**src/rtl/tone_pkg.sv**
```systemverilog
// tone_pkg: shared note/state types and tick divider helper for the tone sequencer.
package tone_pkg;
    localparam int NOTE_DIV_MAX = 32;
    localparam int NOTE_DUR_MAX = 16;

    typedef struct packed {
        logic [NOTE_DIV_MAX-1:0] div;
        logic [NOTE_DUR_MAX-1:0] dur;
    } note_t;

    typedef enum logic [1:0] {IDLE, FETCH, PLAY, DONE} ch_state_t;

    function automatic int tick_div(input int clk_hz, input int tick_hz);
        return (clk_hz / tick_hz < 1) ? 1 : clk_hz / tick_hz;
    endfunction
endpackage

```
**src/rtl/tone_channel.sv**
```systemverilog
// tone_channel: one note-sequence RAM plus fetch/play FSM driving a square wave.
module tone_channel
    import tone_pkg::*;
#(
    parameter int SEQ_DEPTH = 32,
    parameter int DIV_W = 20,
    parameter int DUR_W = 8,
    localparam int AW = $clog2(SEQ_DEPTH)
) (
    input  logic             clk,
    input  logic             reset_n,
    input  logic             tick,
    input  logic             start,
    input  logic             abort,
    input  logic             release_all,
    input  logic             loop,
    input  logic             we,
    input  logic [AW-1:0]    waddr,
    input  logic [DIV_W-1:0] wdiv,
    input  logic [DUR_W-1:0] wdur,
    output logic             ch_done,
    output logic             ch_sound
);
    logic [DIV_W-1:0] div_mem [SEQ_DEPTH];
    logic [DUR_W-1:0] dur_mem [SEQ_DEPTH];
    note_t            rd_q;
    ch_state_t        state_q, state_d;
    logic [AW-1:0]    addr_q, addr_d;
    logic [DIV_W-1:0] div_q, div_d, ph_q, ph_d;
    logic [DUR_W-1:0] rem_q, rem_d;
    logic             rest_q, rest_d, snd_q, snd_d;

    // Read from the next-state address so the slot is already valid during FETCH.
    always_ff @(posedge clk) begin
        if (we) begin
            div_mem[waddr] <= wdiv;
            dur_mem[waddr] <= wdur;
        end
        rd_q.div <= NOTE_DIV_MAX'(div_mem[addr_d]);
        rd_q.dur <= NOTE_DUR_MAX'(dur_mem[addr_d]);
    end

    always_ff @(posedge clk or negedge reset_n) begin
        if (!reset_n) begin
            state_q <= IDLE;
            addr_q  <= '0;
            div_q   <= '0;
            ph_q    <= '0;
            rem_q   <= '0;
            rest_q  <= 1'b0;
            snd_q   <= 1'b0;
        end else begin
            state_q <= state_d;
            addr_q  <= addr_d;
            div_q   <= div_d;
            ph_q    <= ph_d;
            rem_q   <= rem_d;
            rest_q  <= rest_d;
            snd_q   <= snd_d;
        end
    end

    always_comb begin
        state_d = state_q;
        addr_d  = addr_q;
        div_d   = div_q;
        ph_d    = ph_q;
        rem_d   = rem_q;
        rest_d  = rest_q;
        snd_d   = snd_q;
        case (state_q)
            IDLE: begin
                if (start) begin
                    state_d = FETCH;
                    addr_d  = '0;
                end
            end
            FETCH: begin
                if (rd_q.dur == '0) begin
                    state_d = loop ? FETCH : DONE;
                    addr_d  = '0;
                end else begin
                    state_d = PLAY;
                    div_d   = rd_q.div[DIV_W-1:0];
                    rest_d  = rd_q.div == '0;
                    rem_d   = rd_q.dur[DUR_W-1:0];
                    ph_d    = '0;
                    snd_d   = 1'b0;
                end
            end
            PLAY: begin
                if (rest_q) begin
                    snd_d = 1'b0;
                end else if (ph_q + DIV_W'(1) == div_q) begin
                    ph_d  = '0;
                    snd_d = ~snd_q;
                end else begin
                    ph_d = ph_q + DIV_W'(1);
                end
                if (tick) begin
                    rem_d = rem_q - DUR_W'(1);
                    // Last tick of the note; the address wraps to 0 after the final slot.
                    if (rem_q == DUR_W'(1)) begin
                        snd_d   = 1'b0;
                        addr_d  = addr_q + AW'(1);
                        state_d = (addr_q != AW'(SEQ_DEPTH - 1) || loop) ? FETCH : DONE;
                    end
                end
            end
            DONE: begin
                snd_d = 1'b0;
                if (release_all) state_d = IDLE;
            end
        endcase
        if (abort) begin
            state_d = IDLE;
            snd_d   = 1'b0;
        end
    end

    assign ch_done  = state_q == DONE;
    assign ch_sound = snd_q;
endmodule

```
**src/rtl/tone_sequencer.sv**
```systemverilog
// tone_sequencer: NUM_CH sequenced square-wave channels with shared tick,
// start/stop/done control and an OR/XOR mix onto one sound bit.
module tone_sequencer
    import tone_pkg::*;
#(
    parameter int CLK_HZ = 50_000_000,
    parameter int TICK_HZ = 1000,
    parameter int NUM_CH = 2,
    parameter int SEQ_DEPTH = 32,
    parameter int DIV_W = 20,
    parameter int DUR_W = 8,
    localparam int CH_W = NUM_CH > 1 ? $clog2(NUM_CH) : 1,
    localparam int AW = $clog2(SEQ_DEPTH)
) (
    input  logic              clk,
    input  logic              reset_n,
    input  logic              wr_en,
    input  logic [CH_W-1:0]   wr_ch,
    input  logic [AW-1:0]     wr_addr,
    input  logic [DIV_W-1:0]  wr_div,
    input  logic [DUR_W-1:0]  wr_dur,
    output logic              wr_err,
    input  logic              start,
    input  logic              stop,
    input  logic              loop_en,
    input  logic              mix_xor,
    output logic              busy,
    output logic              done,
    output logic [NUM_CH-1:0] ch_sound,
    output logic              sound
);
    localparam int TICK_DIV = tick_div(CLK_HZ, TICK_HZ);
    localparam int TW = TICK_DIV > 1 ? $clog2(TICK_DIV) : 1;

    logic [TW-1:0]     cnt_q, cnt_d;
    logic              busy_q, busy_d, done_q, done_d, wr_err_q, wr_err_d, loop_q, loop_d;
    logic              tick, start_go, all_done, wr_ok;
    logic [NUM_CH-1:0] ch_done;

    always_ff @(posedge clk or negedge reset_n) begin
        if (!reset_n) begin
            cnt_q    <= '0;
            busy_q   <= 1'b0;
            done_q   <= 1'b0;
            wr_err_q <= 1'b0;
            loop_q   <= 1'b0;
        end else begin
            cnt_q    <= cnt_d;
            busy_q   <= busy_d;
            done_q   <= done_d;
            wr_err_q <= wr_err_d;
            loop_q   <= loop_d;
        end
    end

    always_comb begin
        tick     = cnt_q == TW'(TICK_DIV - 1);
        cnt_d    = tick ? '0 : cnt_q + TW'(1);
        start_go = start & ~busy_q & ~stop;
        all_done = &ch_done;
        wr_ok    = wr_en & ~busy_q;
        busy_d   = stop ? 1'b0 : start_go ? 1'b1 : busy_q & ~all_done;
        done_d   = busy_q & all_done & ~stop;
        wr_err_d = wr_en & busy_q;
        loop_d   = start_go ? loop_en : loop_q;
    end

    for (genvar i = 0; i < NUM_CH; i++) begin : g_ch
        tone_channel #(
            .SEQ_DEPTH(SEQ_DEPTH),
            .DIV_W    (DIV_W),
            .DUR_W    (DUR_W)
        ) u_ch (
            .clk        (clk),
            .reset_n    (reset_n),
            .tick       (tick),
            .start      (start_go),
            .abort      (stop),
            .release_all(all_done),
            .loop       (loop_q),
            .we         (wr_ok && wr_ch == CH_W'(i)),
            .waddr      (wr_addr),
            .wdiv       (wr_div),
            .wdur       (wr_dur),
            .ch_done    (ch_done[i]),
            .ch_sound   (ch_sound[i])
        );
    end

    assign busy   = busy_q;
    assign done   = done_q;
    assign wr_err = wr_err_q;
    assign sound  = mix_xor ? ^ch_sound : |ch_sound;
endmodule

```
**config.mk**
```make
export PLATFORM = sky130hd
export DESIGN_NAME = tone_sequencer
export DESIGN_NICKNAME = d
export VERILOG_FILES = /design/src/rtl/tone_pkg.sv /design/src/rtl/tone_channel.sv /design/src/rtl/tone_sequencer.sv
export SDC_FILE = /design/constraint.sdc
export NUM_CORES = 2
export LEC_CHECK = 0
export CORE_ASPECT_RATIO = 0.6
export CORE_MARGIN = 4
export CORE_UTILIZATION = 65
export DETAILED_ROUTE_END_ITERATION = 8
export GPL_ROUTABILITY_DRIVEN = 0
export GPL_TIMING_DRIVEN = 0
export PLACE_DENSITY = 0.82
export SLEW_MARGIN = 20
export SYNTH_ARGS = -nofsm -noshare
export SYNTH_HDL_FRONTEND = slang
export SYNTH_SLANG_ARGS = --single-unit
```
**constraint.sdc**
```tcl
create_clock -name clk -period 4.2 [get_ports clk]
set_input_delay 1.26 -clock clk [delete_from_list [all_inputs] [get_ports clk]]
set_output_delay 1.26 -clock clk [all_outputs]
set_load 0.005 [all_outputs]
```
==> metrics.csv <==
stage;metric;value;unit
drt;vias per cell;6.96;
floorplan;Die Area;129000;um^2
cells_and_area;area grow syn2layout;14.9;%
cells_and_area;Final Instance Count excl. Fillers;7187;
drt;antenna viol nets, final;0;
yosys;post-synth top area share;67.1;%
yosys;Yosys reg bits;1982;
placed_design;placed insts;6864;
yosys;Synth Flop Type;edfxtp_1;
flow_run;Max-cap violations;0;
yosys;Mapped Cells;5113;
clocking;clk root buf;clkbuf_16;
global_route;first-pass GRT wire length;328;mm
clocking;CTS max path bufs;3;
worst_setup_path;Worst Path Required;4.85;ns
worst_setup_path;Worst setup SP type;input port;
yosys;Synth area leader;edfxtp_1;
yosys;syn avg cell area;15.7;um^2
pwr;Leakage;35.4;nW
timing;Max-slew headroom;15.9;%
global_route;number of global-route vias before repair;47500;
drt;via count;50000;
global_route;largest net degree at the start of global routing;96;
timing;Worst-Margin Slew;1.26;ns
cells_and_area;register area;58300;um^2
floorplan;chip height;280;um
placed_design;placed wire-length estimate;150;mm
timing;final setup skew;0.0369;ns
worst_setup_path;Worst R2R Start;cnt_q[0]$_DFF_PN0_;
yosys;post-synthesis net count;5176;
timing;max-slew violations;0;
cells_and_area;Total Nets Final;5490;
drt;drc violations;2;
pwr;Power Density;454;nW/um^2
worst_setup_path;Critical-path top delay cell;a311oi_4;
timing;count of final setup violators;6;
drt;Pre-antenna DRT Iters;9;
clocking;worst-skew pair later-pin latency;0.82;ns
worst_setup_path;Crit. Startpoint;stop;
cells_and_area;area of the multi-input gates;21800;um^2
worst_setup_path;end point of the critical path;g_ch[0].u_ch.rd_q[30]$_DFF_P_;
clocking;Post-CTS Hold Buffers;0;
worst_setup_path;Worst path top cell family by delay;buffers and inverters;
yosys;Cell variety after synth;85;
timing;period utilization;103;%
worst_setup_path;WP data arrival;4.98;ns
yosys;Cell Area, Synth;80300;um^2
drt;WL/cell;32.2;um
timing;RSZ-0062 raised after global routing;true;
worst_setup_path;CP bufs+invs;4;
worst_setup_path;WP depth;12;
drt;total wire length;231;mm
timing;Setup WS post-layout;-0.131;ns
global_route;global route overflow;0;
clocking;cts bufs inserted;169;
worst_setup_path;CP peak stage delay;0.51;ns
yosys;Post-synth top cells;edfxtp_1 (1792), mux2i_1 (1003), nand2_1 (363), nor2_1 (334), o22ai_1 (189);
floorplan;Placeable Area;122000;um^2
floorplan;std cell rows;99;
worst_setup_path;R2R cell count;16;
yosys;asr flop ratio synth;6.76;%
worst_setup_path;critical path class;in -> reg;
cells_and_area;share of cells above drive strength 1;16.0;%
worst_setup_path;CP endpoint kind;register;
timing;Achievable Freq;231;MHz
yosys;YS warnings;0;
outcome;failing checks;DRC, setup timing;
pwr;Worst IR Drop VDD;0.377;mV
global_route;initial antenna violation count;17;
floorplan;Starting Density;65.8;%
clocking;H-Tree Level Count;4;
yosys;count leader, synth;edfxtp_1;
clocking;TritonCTS clock tree;yes;
worst_setup_path;CP cell instances;clkdlybuf4s50_1 -> or3b_4 -> a21oi_2 -> nand3_1 -> o21ai_1 -> buf_6 -> buf_4 -> clkbuf_2 -> nor2_1 -> nor3_1 -> o31ai_1 -> a311oi_4;
placed_design;IO Port Bufs;43;
clocking;clock tree sinks;1982;
outcome;status;complete, but fails checks;
clocking;Clock transition at path regs;0.07;ns
worst_setup_path;Reg-to-Reg End;g_ch[0].u_ch.rd_q[30]$_DFF_P_;
worst_setup_path;CP max FO;10;
yosys;sequential element share of the synthesized area;72.6;%
drt;Initial DRC Count;9091;
yosys;number of flops mapped to enable cells by yosys;1792;
floorplan;Horiz. Die Dim;462;um
timing;final hold violations;0;
worst_setup_path;R2R Setup Slk;-0.08;ns
yosys;Area contributors post-synth;edfxtp_1 (67%), mux2i_1 (13%), dfrtp_1 (4.2%), nand2_1 (1.7%), nor2_1 (1.6%);
timing;minimum clock period;4.33;ns
floorplan;I/O pins;47;
cells_and_area;Fillers;6550;
min_path;HP Class;in -> async;
global_route;GRT Util Overall;35.3;%
cells_and_area;Layout Utilization;75.6;%
timing repair:
action | 4_1_cts | 5_1_grt
pin swaps | 24 | 30
setup buffers | 4 | 3
endpoints found under the setup margin | 56 | 56
resized for setup | 143 | 118
where the power goes:
group	leakage, nW	switching, W	internal [W]
clock	2.69	0.00722	0.00876
combinational	14.4	0.00231	0.00116
sequential	18.3	0.000448	0.0220
per-layer routing:
| layer | track usage [%] | up-vias | routed length [um] |
|---|---|---|---|
| met5 | 2.34 | - | 456 |
| met4 | 10.2 | 14 | 7730 |
| met3 | 17.4 | 692 | 43300 |
| met2 | 47.6 | 4308 | 95000 |
| met1 | 50.8 | 24600 | 84700 |
| li1 | - | 20300 | - |
layout make-up:
cell class                      count  area share (%)
Clock buffer                      219            5.04
Clock inverter                     87           0.935
Sequential cell                  1982            63.2
Timing Repair Buffer              144            2.89
Inverter                           42           0.171
Tap cell                         1616            2.19
Buffer                            286            1.91
Multi-Input combinational cell   2802            23.6
Antenna cell                        9          0.0244
worst min-delay path by stage:
stage	start	to
2_1_floorplan	g_ch[0].u_ch.rd_q[23]$_DFF_P_	g_ch[0].u_ch.div_q[7]$_DFFE_PN0P_
3_3_place_gp	g_ch[0].u_ch.rd_q[23]$_DFF_P_	g_ch[0].u_ch.div_q[7]$_DFFE_PN0P_
3_5_place_dp	g_ch[0].u_ch.rd_q[34]$_DFF_P_	g_ch[0].u_ch.div_q[18]$_DFFE_PN0P_
4_1_cts	reset_n	g_ch[1].u_ch.ph_q[10]$_DFFE_PN0P_
5_1_grt	reset_n	g_ch[1].u_ch.ph_q[10]$_DFFE_PN0P_
6_report	reset_n	g_ch[1].u_ch.ph_q[10]$_DFFE_PN0P_
flip-flops by register name, summed over array words and instances, names as in the netlist:
signal              cells
g_ch.u_ch.div_mem    1280
g_ch.u_ch.dur_mem     512
g_ch.u_ch.rd_q         56
g_ch.u_ch.div_q        40
g_ch.u_ch.ph_q         40
cnt_q                  16
g_ch.u_ch.rem_q        16
g_ch.u_ch.addr_q       10
g_ch.u_ch.state_q       4
g_ch.u_ch.ch_sound      2
g_ch.u_ch.rest_q        2
busy                    1
done                    1
loop_q                  1
wr_err                  1
cells by family after synthesis:
kind of cell,Yosys count,share of synthesized area (%)
adder cells (fa/ha/maj),22,0.343
multiplexers,1028,12.9
flip-flops,1982,72.6
AND/OR/NAND/NOR,1052,6.12
AO/OA/AOI/OAI,630,5.14
XOR/XNOR,70,0.764
buffers and inverters,329,2.14
cells in the final DEF, fill, tap and decap left out, drive strengths merged, types with 16 or more instances in the layout:
cell,instances
a31oi,78
buf,333
xnor2,48
nand3,108
nand4,32
dfrtp,134
o31ai,35
clkinv,56
clkbuf,302
a22oi,31
inv,51
nand2b,16
o21ai,133
and3,24
xor2,22
nor3,44
ha,22
nor4,48
dfxtp,56
a311oi,30
edfxtp,1792
o22ai,189
nor2,336
mux2,25
nand2,368
mux2i,1003
a21oi,72
per-stage QoR:
step           hold slack (ns)  area (um^2)  setup WS, ns  TNS [ns]  total power (W)
2_1_floorplan            0.412        80300         0.496         0           0.0244
3_3_place_gp             0.425        82700         -3.59  -2496.56           0.0258
3_5_place_dp             0.432        85400         -1.67    -98.06           0.0260
4_1_cts                  0.321        91700       -0.0105   -0.0259           0.0416
5_1_grt                  0.355        92200        -0.147     -1.13           0.0429
6_report                 0.337        92200        -0.131    -0.342           0.0419
No activity file was read; power rests on OpenSTA's default activity.
